==> src/rtl/sync_modn_counter.sv <==
// rtl/sync_modn_counter.sv - fully synchronous mod-N up/down counter with load, clear, cascade and divider outputs
module sync_modn_counter #(
   parameter int MOD      = 10,
   parameter int WIDTH    = $clog2(MOD),
   parameter bit DIV_MODE = 1'b0
) (
   input  logic             clk_i,
   input  logic             rst_n_i,
   input  logic             en_i,
   input  logic             up_i,
   input  logic             clr_i,
   input  logic             load_i,
   input  logic [WIDTH-1:0] load_val_i,
   output logic [WIDTH-1:0] q_o,
   output logic             tc_o,
   output logic             div_o
);

   localparam logic [WIDTH-1:0] MAX_VAL  = WIDTH'(MOD - 1);
   localparam logic [WIDTH-1:0] ZERO_VAL = '0;

   logic             at_end;
   logic             wrap;
   logic             load_in_range;
   logic [WIDTH-1:0] q_next;

   // Terminal position depends on direction; wrap only when a plain count step commits it
   always_comb begin
      at_end        = up_i ? (q_o == MAX_VAL) : (q_o == ZERO_VAL);
      tc_o          = en_i & at_end;
      wrap          = en_i & at_end & ~clr_i & ~load_i;
      load_in_range = (32'(load_val_i) < 32'(MOD));
   end

   // Next count: clear beats load beats count; out-of-range loads saturate at MOD-1
   always_comb begin
      q_next = q_o;
      if (clr_i) begin
         q_next = ZERO_VAL;
      end else if (load_i) begin
         q_next = load_in_range ? load_val_i : MAX_VAL;
      end else if (en_i) begin
         if (up_i) begin
            q_next = at_end ? ZERO_VAL : q_o + WIDTH'(1);
         end else begin
            q_next = at_end ? MAX_VAL : q_o - WIDTH'(1);
         end
      end
   end

   // Count register
   always_ff @(posedge clk_i or negedge rst_n_i) begin
      if (!rst_n_i) begin
         q_o <= ZERO_VAL;
      end else begin
         q_o <= q_next;
      end
   end

   // Divided output: toggle per wrap (square wave) or one-cycle pulse per wrap
   always_ff @(posedge clk_i or negedge rst_n_i) begin
      if (!rst_n_i) begin
         div_o <= 1'b0;
      end else if (DIV_MODE) begin
         div_o <= wrap;
      end else if (wrap) begin
         div_o <= ~div_o;
      end
   end

endmodule

==> config.mk <==
export PLATFORM = sky130hd
export DESIGN_NAME = sync_modn_counter
export DESIGN_NICKNAME = d
export VERILOG_FILES = /design/src/rtl/sync_modn_counter.sv
export SDC_FILE = /design/constraint.sdc
export NUM_CORES = 1
export LEC_CHECK = 0
export CORE_MARGIN = 8
export CORE_UTILIZATION = 35
export DETAILED_ROUTE_END_ITERATION = 10
export DONT_BUFFER_PORTS = 1
export GPL_ROUTABILITY_DRIVEN = 0
export PLACE_DENSITY = 0.55
export SLEW_MARGIN = 30
export SYNTH_ARGS = -nofsm -noshare
export SYNTH_HDL_FRONTEND = slang
export SYNTH_SLANG_ARGS = --single-unit
==> constraint.sdc <==
create_clock -name clk_i -period 3.6 [get_ports clk_i]
set_clock_uncertainty 0.05 [all_clocks]
set_input_delay 0.72 -clock clk_i [delete_from_list [all_inputs] [get_ports clk_i]]
set_output_delay 0.72 -clock clk_i [all_outputs]
set_load 0.1 [all_outputs]
==> impl_results.rst <==
.. list-table::
   :header-rows: 1

   * - Metric
     - Value
   * - Number of max-cap violations
     - 0
   * - CP max FO
     - 4
   * - Clock Pin Slew Worst Setup and Hold Paths
     - approximately 40 ps
   * - Share of power burned in the clock network
     - between 20 and 25%
   * - Remaining global-route overflow
     - 0
   * - Pin count of the biggest net entering global routing
     - 13
   * - Data arrival, critical path
     - between 1500 and 2000 ps
   * - Dpl ws
     - about 1400 ps
   * - H-tree lvl count
     - 1
   * - Combinational share of power
     - about 33%
   * - Total wire length after detailed routing
     - between 1000 and 1500 um
   * - Number of I/O pins
     - 16
   * - Die boundary width
     - approximately 53 um
   * - Worst-Margin Slew
     - 916 ps
   * - Hpwl dp
     - 968 um
   * - GRT Total Usage
     - about 9%
   * - Power density over cell area
     - between 400 and 500 mW/mm^2
   * - Worst min-delay path category
     - in2async
   * - Clock tree from TritonCTS
     - yes
   * - Proportion of synthesized chip area in sequential cells
     - 25.6%
   * - Share of cells above drive strength 1
     - between 20% and 30%
   * - Overall die height
     - between 50 and 60 um
   * - Final standard cell count with taps included and fillers excluded
     - 79
   * - Post-route antenna net violation count
     - 0
   * - Clock latency at the later pin of the worst-skew pair
     - around 240 ps
   * - WP data required
     - 2830 ps
   * - # rows
     - 13
   * - Clock buffer count from CTS
     - 3
   * - Sum Neg Setup Slack
     - 0 ps
   * - Number of nets at the end of the flow
     - 78
   * - Sw Ratio
     - approximately half
   * - Remaining routing DRC violations
     - 0
   * - Total die area
     - ~0.0028 sq mm
   * - Critical path cell sequence
     - inv_1 -> ha_1 -> nor3b_1 -> o21ai_2 -> nor2_2 -> buf_4
   * - Drt wl/cell
     - 15.4 um
   * - Count of warnings emitted by yosys
     - 0
   * - Cell Area, Synth
     - around 500 sq um
   * - Count of distinct cell types in the synthesized netlist
     - 30
   * - Register bit total from synthesis
     - 5
   * - P_leak
     - between 0.2 and 0.25 nW
   * - Run status
     - finished, final reports clean
   * - Initial antenna violation count
     - 0
   * - N_diodes
     - 0
   * - Worst setup EP type
     - primary output
   * - Final hold violations
     - 0
   * - Highest Clock Rate
     - between 400 and 500 MHz
   * - Length of the first detailed-routing pass in iterations
     - 4
   * - Total number of vias
     - 430
   * - Via count of the first global-routing pass
     - 395
   * - Initial Utilization
     - a little under two fifths
   * - Total of cells resized after clock tree synthesis
     - 0
   * - Hold-fix buffers, CTS
     - 0
   * - Sequential fraction of design power
     - 42.6%
   * - Overall power consumption
     - 0.267 mW
   * - Clock tree sinks
     - 5
   * - Setup repair after global routing missed its margin
     - false
   * - Critical path type
     - reg2out
   * - Synthesized netlist net count
     - 70
   * - Placeable Area
     - ~0.0013 sq mm
   * - Final slew viol count
     - 0
   * - Largest buffer count on any clock path
     - 2
   * - Peak supply drop
     - 0.219 mV
   * - Critical path launch point type
     - flop
   * - Area overhead of the layout relative to synthesis
     - 12.8%
   * - Number of placed instances with taps included
     - 75
   * - Relative slew margins
     - 38.9%
   * - First DRT Iteration DRCs
     - 8
   * - Syn Inst Count
     - 57
   * - Internal power
     - about 0.13 mW
   * - Biggest cell delay along the critical path
     - a little over 400 ps
   * - Drt via density
     - ~5.4
   * - Setup slack of the critical path after layout
     - about 1200 ps
   * - Final cycle utilization of the critical path
     - 67.7%
   * - Post-synthesis average cell area
     - 8.58 sq um
   * - Root Driver
     - clkbuf_4
   * - Min Clock Period, post-route
     - between 2000 and 2500 ps
   * - Master of the slowest instance on the critical path
     - dfrtp_1
   * - Port Buffer Count
     - 0
   * - Setup repair bufs after CTS
     - 0
   * - Endpoints failing setup
     - 0
   * - Global-route wire length before repair
     - approximately 1900 um
   * - Reported net switching power
     - around 0.13 mW
-- critical path, delay by kind of cell (launching register included) --
kind | cells | cell delay [ps]
compound gates | 1 | 120
flops | 1 | 410
simple gates | 2 | 340
buf+inv | 2 | 360
fa+ha+maj | 1 | 180
-- power groups by stage --
stage	combinational, mW	clock, mW	sequential (mW)
4_1_cts	0.0872	0.0707	0.115
5_1_grt	0.0931	0.0770	0.115
2_1_floorplan	0.0457	0	0.143
3_3_place_gp	0.0864	0	0.115
3_5_place_dp	0.0869	0	0.116
6_report	0.0866	0.0663	0.114
-- cell families (layout without fill, tap and decap cells) --
| logic type | after synthesis | after routing | synth area share, % |
|---|---|---|---|
| DFF | 5 | 5 | 25.6 |
| and+or+nand+nor | 19 | 19 | 25.6 |
| adders and majority gates | 3 | 3 | 7.67 |
| AOI/OAI and AO/OA | 17 | 17 | 23.8 |
| buffers and inverters | 9 | 16 | 9.98 |
| muxes | 1 | 1 | 2.05 |
| xor gates and xnor gates | 3 | 3 | 5.37 |
-- path summary, 6_finish.rpt --
kind	cells after the start	from	endpoint	slack (ps)
max in group asynchronous	0	rst_n_i	q_o[1]$_DFFE_PN0P_	3310
min in group clk_i	1	clr_i	q_o[1]$_DFFE_PN0P_	480
worst min register to register	5	q_o[1]$_DFFE_PN0P_	q_o[1]$_DFFE_PN0P_	810
worst min-delay path	0	rst_n_i	q_o[3]$_DFFE_PN0P_	120
worst max-delay path	6	q_o[0]$_DFFE_PN0P_	tc_o	1160
worst max register to register	5	q_o[0]$_DFFE_PN0P_	q_o[3]$_DFFE_PN0P_	1940
-- area by class of cell --
cell class,count,area [sq um]
multi-input cells,43,318
inverters,7,26.3
flip-flops and latches,5,125
repair buffers,5,37.5
well taps,15,18.8
fillers,142,749
clock buffers,4,26.3
-- layer usage --
| layer | up-vias | part of all wire (%) | GRT usage, % |
|---|---|---|---|
| li1 | 216 | - | - |
| met1 | 200 | 45 | 10.9 |
| met2 | 14 | 44 | 13.3 |
| met3 | 0 | 10 | 7.00 |
| met4 | 0 | 0 | 1.26 |
| met5 | - | 0 | 0 |
-- metrics by stage --
| stage | hold slack, ps | instance area (sq um) | utilization, % |
|---|---|---|---|
| 4_1_cts | 106 | 552 | 42.4 |
| 2_1_floorplan | 374 | 492 | - |
| 5_1_grt | 91.5 | 552 | 42.4 |
| 6_report | 119 | 552 | 42.4 |
| 3_5_place_dp | 375 | 526 | 40.4 |
| 3_3_place_gp | 375 | 526 | 40.4 |
-- layout by cell type (no fill, tap or decap), types with 2 or more instances in the layout --
master    n
xnor2_1   2
a31oi_1   3
dfrtp_1   5
ha_1      3
nand2_1   2
inv_1     7
clkbuf_4  3
nand3_1   3
o21ai_0   2
nor2_1    2
buf_4     5
a21oi_1   6
-- state kept, by name, summed over array words and instances (netlist names) --
signal,count
div_o,1
q_o,4
-- cell usage after synthesis --
library cell | count | area, sq um
ha_1 | 3 | 37.5
mux2i_1 | 1 | 10.0
inv_1 | 7 | 26.3
xnor2_1 | 2 | 17.5
or3b_1 | 1 | 8.76
or2b_1 | 1 | 7.51
a221oi_2 | 1 | 15.0
xor2_1 | 1 | 8.76
nor2_1 | 3 | 11.3
buf_6 | 2 | 22.5
o21bai_1 | 1 | 7.51
nor3b_1 | 1 | 7.51
nor4_2 | 1 | 12.5
a31oi_1 | 3 | 18.8
nand2_1 | 2 | 7.51
or2_0 | 1 | 6.26
and3_4 | 1 | 11.3
o31ai_1 | 1 | 7.51
a311oi_1 | 1 | 8.76
nor3_1 | 1 | 5.00
nor4b_1 | 1 | 8.76
a21oi_1 | 6 | 30.0
dfrtp_1 | 5 | 125
nor2b_1 | 1 | 6.26
nand3_1 | 3 | 15.0
o21ai_0 | 2 | 10.0
nand3_2 | 1 | 10.0
and2b_1 | 1 | 7.51
o21ai_2 | 1 | 8.76
a32o_1 | 1 | 10.0
Power figures use the tool's default switching activity.
